$ cat src/rtl/emu_pkg.sv
// Shared state encoding and default sizing for the co-emulation host master.
package emu_pkg;

    typedef enum logic [2:0] {
        ST_RX_WAIT = 3'd0,
        ST_WR      = 3'd1,
        ST_LOAD    = 3'd2,
        ST_DUT     = 3'd3,
        ST_GET     = 3'd4,
        ST_RD      = 3'd5,
        ST_TX      = 3'd6
    } emu_state_e;

    localparam int DEF_NUM_STIM = 3;
    localparam int DEF_NUM_OUT  = 2;
    localparam int DEF_EMU_DIV  = 2;
    localparam int DEF_ADDR_W   = 3;

endpackage

$ cat src/rtl/emu_clk_pulser.sv
// Generates one clk_emu or clk_dut pulse per start: EMU_DIV cycles low, EMU_DIV high, then fall.
// done is high during the last high cycle, so the clock falls on the same edge the FSM advances,
// and a start presented with done chains the next pulse with no idle gap.
module emu_clk_pulser
    import emu_pkg::*;
#(
    parameter int EMU_DIV = DEF_EMU_DIV
) (
    input  logic clk,
    input  logic rst_n,
    input  logic start,
    input  logic sel,
    output logic clk_emu,
    output logic clk_dut,
    output logic done
);

    localparam logic [7:0] PHASE_TC = 8'(EMU_DIV - 1);

    logic       active_q, active_d;
    logic       high_q, high_d;
    logic       sel_q, sel_d;
    logic [7:0] cnt_q, cnt_d;
    logic       clk_emu_q, clk_emu_d;
    logic       clk_dut_q, clk_dut_d;

    assign done    = active_q && high_q && (cnt_q == 8'd0);
    assign clk_emu = clk_emu_q;
    assign clk_dut = clk_dut_q;

    // Phase down-counter: terminal count flips low->high, then high->idle (or restart).
    always_comb begin
        active_d  = active_q;
        high_d    = high_q;
        sel_d     = sel_q;
        cnt_d     = cnt_q;
        clk_emu_d = clk_emu_q;
        clk_dut_d = clk_dut_q;
        if (active_q) begin
            if (cnt_q != 8'd0) begin
                cnt_d = cnt_q - 8'd1;
            end else if (!high_q) begin
                high_d    = 1'b1;
                cnt_d     = PHASE_TC;
                clk_emu_d = !sel_q;
                clk_dut_d = sel_q;
            end else begin
                high_d    = 1'b0;
                active_d  = 1'b0;
                clk_emu_d = 1'b0;
                clk_dut_d = 1'b0;
            end
        end
        if (start && (!active_q || done)) begin
            active_d = 1'b1;
            high_d   = 1'b0;
            sel_d    = sel;
            cnt_d    = PHASE_TC;
        end
    end

    // Pulse state registers; clocks drop immediately on reset.
    always_ff @(posedge clk or negedge rst_n) begin
        if (!rst_n) begin
            active_q  <= 1'b0;
            high_q    <= 1'b0;
            sel_q     <= 1'b0;
            cnt_q     <= 8'd0;
            clk_emu_q <= 1'b0;
            clk_dut_q <= 1'b0;
        end else begin
            active_q  <= active_d;
            high_q    <= high_d;
            sel_q     <= sel_d;
            cnt_q     <= cnt_d;
            clk_emu_q <= clk_emu_d;
            clk_dut_q <= clk_dut_d;
        end
    end

endmodule

$ cat src/rtl/emu_host_master.sv
// Host-side master for the co-emulation wrapper: stimulus bytes in, one DUT clock, output bytes out.
//
// state    | meaning
// RX_WAIT  | s_ready high, waiting for next stimulus byte
// WR       | clk_emu pulse writing Din_emu into stimIn[Addr_emu]
// LOAD     | clk_emu pulse with load_emu=1 (stimIn -> DUT inputs)
// DUT      | single clk_dut pulse
// GET      | clk_emu pulse with get_emu=1 (DUT outputs -> vectOut)
// RD       | clk_emu pulse reading vectOut[Addr_emu] into Dout_emu
// TX       | m_valid held until host takes m_data
module emu_host_master
    import emu_pkg::*;
#(
    parameter int NUM_STIM = DEF_NUM_STIM,
    parameter int NUM_OUT  = DEF_NUM_OUT,
    parameter int EMU_DIV  = DEF_EMU_DIV,
    parameter int ADDR_W   = DEF_ADDR_W
) (
    input  logic              clk,
    input  logic              rst_n,
    input  logic [7:0]        s_data,
    input  logic              s_valid,
    output logic              s_ready,
    output logic [7:0]        m_data,
    output logic              m_valid,
    input  logic              m_ready,
    output logic [7:0]        Din_emu,
    input  logic [7:0]        Dout_emu,
    output logic [ADDR_W-1:0] Addr_emu,
    output logic              load_emu,
    output logic              get_emu,
    output logic              clk_emu,
    output logic              clk_dut,
    output logic              busy,
    output logic [15:0]       vec_count
);

    localparam logic [ADDR_W-1:0] STIM_LAST = ADDR_W'(NUM_STIM - 1);
    localparam logic [ADDR_W-1:0] OUT_LAST  = ADDR_W'(NUM_OUT - 1);

    emu_state_e        state_q, state_d;
    logic [ADDR_W-1:0] idx_q, idx_d;
    logic [ADDR_W-1:0] addr_q, addr_d;
    logic [7:0]        din_q, din_d;
    logic              load_q, load_d;
    logic              get_q, get_d;
    logic              s_ready_q, s_ready_d;
    logic [7:0]        m_data_q, m_data_d;
    logic              m_valid_q, m_valid_d;
    logic [15:0]       vec_q, vec_d;
    logic              pend_q, pend_d;

    logic pulse_start;
    logic pulse_sel;
    logic pulse_done;

    emu_clk_pulser #(
        .EMU_DIV (EMU_DIV)
    ) u_pulser (
        .clk     (clk),
        .rst_n   (rst_n),
        .start   (pulse_start),
        .sel     (pulse_sel),
        .clk_emu (clk_emu),
        .clk_dut (clk_dut),
        .done    (pulse_done)
    );

    assign s_ready   = s_ready_q;
    assign m_data    = m_data_q;
    assign m_valid   = m_valid_q;
    assign Din_emu   = din_q;
    assign Addr_emu  = addr_q;
    assign load_emu  = load_q;
    assign get_emu   = get_q;
    assign vec_count = vec_q;
    assign busy      = (state_q != ST_RX_WAIT) || (idx_q != '0);

    // Next-state logic. Wrapper-facing outputs only change on a pulse fall or while idle-low.
    // pend_q gives a freshly set address one setup cycle before the pulse that follows
    // an accepted byte or a host handshake; pulses inside a vector are chained on done.
    always_comb begin
        state_d     = state_q;
        idx_d       = idx_q;
        addr_d      = addr_q;
        din_d       = din_q;
        load_d      = load_q;
        get_d       = get_q;
        s_ready_d   = s_ready_q;
        m_data_d    = m_data_q;
        m_valid_d   = m_valid_q;
        vec_d       = vec_q;
        pend_d      = 1'b0;
        pulse_start = pend_q;
        pulse_sel   = 1'b0;
        unique case (state_q)
            ST_RX_WAIT: begin
                if (s_valid && s_ready_q) begin
                    din_d     = s_data;
                    addr_d    = idx_q;
                    s_ready_d = 1'b0;
                    pend_d    = 1'b1;
                    state_d   = ST_WR;
                end else begin
                    s_ready_d = 1'b1;
                end
            end
            ST_WR: begin
                if (pulse_done) begin
                    if (idx_q < STIM_LAST) begin
                        idx_d     = idx_q + 1'b1;
                        s_ready_d = 1'b1;
                        state_d   = ST_RX_WAIT;
                    end else begin
                        load_d      = 1'b1;
                        pulse_start = 1'b1;
                        state_d     = ST_LOAD;
                    end
                end
            end
            ST_LOAD: begin
                if (pulse_done) begin
                    load_d      = 1'b0;
                    pulse_start = 1'b1;
                    pulse_sel   = 1'b1;
                    state_d     = ST_DUT;
                end
            end
            ST_DUT: begin
                if (pulse_done) begin
                    get_d       = 1'b1;
                    pulse_start = 1'b1;
                    state_d     = ST_GET;
                end
            end
            ST_GET: begin
                if (pulse_done) begin
                    get_d       = 1'b0;
                    addr_d      = '0;
                    din_d       = 8'h00;
                    pulse_start = 1'b1;
                    state_d     = ST_RD;
                end
            end
            ST_RD: begin
                if (pulse_done) begin
                    m_data_d  = Dout_emu;
                    m_valid_d = 1'b1;
                    state_d   = ST_TX;
                end
            end
            ST_TX: begin
                if (m_ready) begin
                    m_valid_d = 1'b0;
                    if (addr_q < OUT_LAST) begin
                        addr_d  = addr_q + 1'b1;
                        pend_d  = 1'b1;
                        state_d = ST_RD;
                    end else begin
                        vec_d     = vec_q + 16'd1;
                        idx_d     = '0;
                        addr_d    = '0;
                        s_ready_d = 1'b1;
                        state_d   = ST_RX_WAIT;
                    end
                end
            end
            default: state_d = ST_RX_WAIT;
        endcase
    end

    // FSM and registered output flops; reset aborts any vector in flight.
    always_ff @(posedge clk or negedge rst_n) begin
        if (!rst_n) begin
            state_q   <= ST_RX_WAIT;
            idx_q     <= '0;
            addr_q    <= '0;
            din_q     <= 8'h00;
            load_q    <= 1'b0;
            get_q     <= 1'b0;
            s_ready_q <= 1'b0;
            m_data_q  <= 8'h00;
            m_valid_q <= 1'b0;
            vec_q     <= 16'd0;
            pend_q    <= 1'b0;
        end else begin
            state_q   <= state_d;
            idx_q     <= idx_d;
            addr_q    <= addr_d;
            din_q     <= din_d;
            load_q    <= load_d;
            get_q     <= get_d;
            s_ready_q <= s_ready_d;
            m_data_q  <= m_data_d;
            m_valid_q <= m_valid_d;
            vec_q     <= vec_d;
            pend_q    <= pend_d;
        end
    end

endmodule
$ cat config.mk
export PLATFORM = sky130hd
export DESIGN_NAME = emu_host_master
export DESIGN_NICKNAME = d
export VERILOG_FILES = /design/src/rtl/emu_pkg.sv /design/src/rtl/emu_clk_pulser.sv /design/src/rtl/emu_host_master.sv
export SDC_FILE = /design/constraint.sdc
export NUM_CORES = 1
export LEC_CHECK = 0
export CAP_MARGIN = 20
export CORE_ASPECT_RATIO = 1.1
export CORE_UTILIZATION = 45
export DETAILED_ROUTE_END_ITERATION = 8
export PLACE_DENSITY = 0.71
export SETUP_SLACK_MARGIN = 0.5
export SYNTH_ARGS = -nofsm -noshare
export SYNTH_HDL_FRONTEND = slang
export SYNTH_HIERARCHICAL = 1
export SYNTH_SLANG_ARGS = --single-unit
$ cat constraint.sdc
create_clock -name clk -period 6.8 [get_ports clk]
set_input_delay 0.68 -clock clk [delete_from_list [all_inputs] [get_ports clk]]
set_output_delay 0.68 -clock clk [all_outputs]
set_load 0.01 [all_outputs]
# Yosys cells after proc, flatten, opt, wreduce, memory -nomap -nowiden
# Index checks and enable logic that the tools add are counted.
# op_classes
n_addsub	4
n_lt_le_gt_ge	2
n_eq_ne	18
muxes	60
n_bitwise	2
reduce_logical	35
# ops
cell	count
$mux W3	16
$mux W8	6
$mux W1	27
$pmux W3 S7	1
$add A16 B1 Y16 const B	1
$pmux W8 S2	1
$ne A2 B2 Y1 const B	6
$reduce_and A3 Y1	4
$reduce_bool A2 Y1	6
$reduce_bool A3 Y1	4
$ne A2 B1 Y1 const B	5
$pmux W1 S2	5
$reduce_and A5 Y1	2
$eq A3 B3 Y1 const B	3
$pmux W3 S3	1
$logic_not A8 Y1	1
$reduce_and A2 Y1	4
$reduce_and A4 Y1	2
$reduce_bool A8 Y1	1
$sub A8 B1 Y8 const B	1
$reduce_and A7 Y1	1
$add A3 B1 Y3 const B	2
$eq A3 B2 Y1 const B	2
$pmux W3 S2	1
12 further kinds	18
# word_totals
regBits	59
inputBits	20
out_inout_bits	42
elab_cells	138

# Depth between registers and ports, before layout
# logic_depth
word_depth	7
mapped_depth	10
mapped_depth_nobuf	9

# Hierarchy
# Netlist, hierarchy kept.
# modules_own_cells
mod	instances	cells_each	area_each_um2	seq_area_each_um2
emu_host_master	1	194	2153.3	1151.1
emu_clk_pulser	1	70	705.7	325.3

# Worst setup path after synthesis
# Ideal clock, no wire load.
# synth_path
path_type	flip-flop to flip-flop
from	register u_pulser.cnt_q[0]
to	register addr_q[1] (netlist: Addr_emu[1])
setup_ns	0.125
t_arrival_ns	2.446
setup_slack_ns	4.229
path_stages_with_launch	11
cell_sequence	dfrtp_1 > inv_1 > ha_1 > or4b_4 > nor2_2 > and3_1 > buf_2 > and2b_1 > o21ai_0 > a21oi_1 > mux2_2
# synth_between
elab_chain_len	4
# synth_lines
item	line_no	source
start, declared	emu_clk_pulser.sv:23	logic [7:0] cnt_q, cnt_d;
start signal, assigned	emu_clk_pulser.sv:75	cnt_q <= cnt_d;
$logic_not A8 Y1	emu_clk_pulser.sv:27	assign done = active_q && high_q && (cnt_q == 8'd0);
$logic_and A1 B1 Y1	emu_clk_pulser.sv:27	
net pulse_done	emu_host_master.sv:55	logic pulse_done;
$ne A2 B1 Y1 (no source line)	-	
$reduce_and A4 Y1 (no source line)	-	
end signal, assigned	emu_host_master.sv:189	addr_q <= addr_d;
end, declared	emu_host_master.sv:43	logic [ADDR_W-1:0] addr_q, addr_d;
# The timed path passes the listed nets, and every way through them passes these cells.
# A chain may end at the register's enable or synchronous reset.

# Worst setup path in the final report
# Same ends and word-level chain as after synthesis.

==> run_results.csv <==
group,metric,value,unit
logic_synthesis,synth_cells,264,
cells_and_area,nFillCells,532,
sta,final-hold-violation-count,0,
logic_synthesis,synth_area,2859,sq um
logic_synthesis,synthTopCellsByArea,"dfrtp_1, mux2_2, a22o_1, xnor2_1, ha_1",
routing,drt_wl_total,5910,um
routing,via_per_inst,5.369,
global_routing,grt_pass1_wl,10090,um
die,std_cell_rows,30,
power,ir_drop,0.1836,mV
place,dp_hpwl,4159,um
die,die_x,78,um
worst_setup_path,max_stage_delay,0.49,ns
clock_tree,cts_made_buffers,9,
logic_synthesis,synth_edf_count,0,
sta,setup_slack,3.944,ns
clock_tree,cts_hold_repair.buffers,0,
die,initial_core_util,0.4644,
routing,ant_nets,0,
clock_tree,cts-root-buf,"clkbuf_8",
logic_synthesis,yosys_most_used_dff,"dfrtp_1",
clock_tree,cts_sinks,59,
routing,first_pass_iters,7,
logic_synthesis,ys_ff_latch,59,
routing,vias,2212,
cells_and_area,syn_to_final_growth,31.73,%
worst_setup_path,cp_cell_sequence,"inv_1, ha_1, or4b_4, nor2_2, and3_1, and2b_1, o21ai_0, a21oi_1, mux2_2",
sta,setup_tns,0,ns
place,numPortBuffers,61,
logic_synthesis,synth_cell_types,50,
sta,period_needed,2.856,ns
logic_synthesis,async_flop_share,1.000,
clock_tree,cts_tree,"built",
logic_synthesis,yosys-top-cells-count,"dfrtp_1, nand2_1, a22o_1, mux2_2, nor2_1",
place,dp_slack,3.965,ns
die,core,6156,sq um
sta,worst_slew_pin_slew,0.7423,ns
logic_synthesis,yosysTopAreaCell,"dfrtp_1",
cells_and_area,drive_gt1_frac,0.1205,
logic_synthesis,syn_nets,290,
global_routing,grt_max_degree,60,
outcome,outcome,"finished with violations",
global_routing,grt_usage,0.1963,
outcome,violations,"design-rule violations",
die,io_pins,62,
cells_and_area,final_nets,353,
power,p_leak,1.706,nW
die,die-area,6677,sq um
routing,route.detailed.drc,1,
logic_synthesis,yosys_warnings,6,
worst_setup_path,cp-start-kind,"register",
clock_tree,clk_pin_slew,0.06,ns
clock_tree,clockBufferDepth,2,
clock_tree,clock_latency,0.34,ns
sta,period_share,0.4200,
sta,setup_viol,0,
clock_tree,h-tree-depth,3,
clock_tree,postCtsSetupBuffers,0,
sta,relSlewSlack,0.5041,
logic_synthesis,ys_seq_area_frac,0.5164,
flow_run,drv_cap,0,
worst_setup_path,critPathKind,"reg2reg",
worst_setup_path,critPathCaptureType,"register",
clock_tree,postCtsResizedCells,0,
worst_setup_path,critPathRequiredTime,7.02,ns
worst_setup_path,path_max_fanout,9,
logic_synthesis,synth_top_area_frac,0.5164,
die,fp.dieH,85.60,um
sta,fin_skew,0.008905,ns
worst_setup_path,cpMaxStageDelayCell,"or4b_4",
logic_synthesis,synth.avg_cell_area,10.83,sq um
sta,fmax,350.1,MHz
routing,wl_per_cell,14.34,um
power,pwr_density_cell,341.3,nW/um^2
global_routing,antenna_found_initial,0,
global_routing,grt_pass1_vias,2185,
cells_and_area,antennaDiodeCount,0,
hold_path,hold_path.class,"in2async",
routing,dr.first_iter.drc_count,88,
logic_synthesis,yosys.cell_count.top_type,"dfrtp_1",
sta,drv_slew,0,
sta,rsz0062_at_grt,"no",
worst_setup_path,arrival,3.08,ns
global_routing,overflow,0,
place,gp_congestion,0.8012,
[logic make-up after synthesis]
family | count (synthesis) | synth area share
AOI/OAI and AO/OA | 56 | 0.1379
xor gates and xnor gates | 16 | 0.04902
adders and majority gates | 6 | 0.02626
buffers and inverters | 19 | 0.02888
DFF | 59 | 0.5164
muxes | 17 | 0.06827
and+or+nand+nor | 91 | 0.1733
[layout by cell type, fill, tap and decap left out, types with 10 or more instances in the layout]
cell type	n
mux2_2	12
clkbuf_8	10
a21oi_1	10
nand2_1	19
clkdlybuf4s50_1	60
nor2_1	12
a22o_1	12
nor3_1	11
o21ai_0	11
dfrtp_1	59
[metal layers]
layer,up-vias,wire [um],global-route usage
li1,1083,-,-
met1,1049,2587,0.2474
met2,70,2855,0.3202
met3,10,339,0.04574
met4,0,127,0.09428
met5,-,0,0
[power by group]
part	switching, W	internal (W)
clock	0.000132	0.000254
sequential	0.0000932	0.000423
combinational	0.000182	0.000201
[path summary, 6_finish.rpt]
check / from / slack (ns) / endpoint / cells after the start
worst max-delay path: u_pulser/cnt_q[0] / 3.94 / Addr_emu[1] / 9
worst min-delay path: rst_n / 0.48 / vec_count[0] / 2
worst max register to register: u_pulser/cnt_q[0] / 3.94 / Addr_emu[1] / 9
worst min register to register: vec_count[15] / 0.48 / vec_count[15] / 1
max in group asynchronous: rst_n / 5.83 / u_pulser/cnt_q[3] / 2
min in group clk: vec_count[15] / 0.48 / vec_count[15] / 1
[critical path: cells and delay by family, from the launching register on]
kind                     cells  cell delay [ns]
AO/OA/AOI/OAI                2             0.43
buffers and inverters        1             0.14
AND/OR/NAND/NOR              4             1.22
flip-flops                   1             0.39
adder cells (fa/ha/maj)      1             0.18
multiplexers                 1             0.37
[sequential cells by signal (all words and copies together) (netlist names), 3 cells and up]
name,cells
Addr_emu,3
Din_emu,8
idx_q,3
m_data,8
state_q,3
u_pulser/cnt_q,8
vec_count,16
[cell type report]
cell class / instances / area (sq um) / area share
Clock buffer: 12 / 145.1 / 0.03854
Clock inverter: 4 / 97.59 / 0.02591
Inverter: 9 / 33.78 / 0.008970
Multi-Input combinational cell: 186 / 1300 / 0.3452
Sequential cell: 59 / 1476 / 0.3920
Tap cell: 80 / 100.1 / 0.02658
Timing Repair Buffer: 62 / 613.1 / 0.1628
[stage by stage]
| stage | power [W] | utilization | instance area (sq um) | std cells | hold slack, ns |
|---|---|---|---|---|---|
| 3_3_place_gp | 0.0008915 | 0.5724 | 3523 | 396 | 0.4577 |
| 6_report | 0.001285 | 0.6118 | 3766 | 412 | 0.4801 |
| 3_5_place_dp | 0.0009030 | 0.5724 | 3523 | 396 | 0.4697 |
| 4_1_cts | 0.001294 | 0.6118 | 3766 | 412 | 0.4811 |
| 2_1_floorplan | 0.0007597 | - | 2859 | 264 | 0.3844 |
| 5_1_grt | 0.001367 | 0.6118 | 3766 | 412 | 0.5042 |
Power figures use the tool's default switching activity.
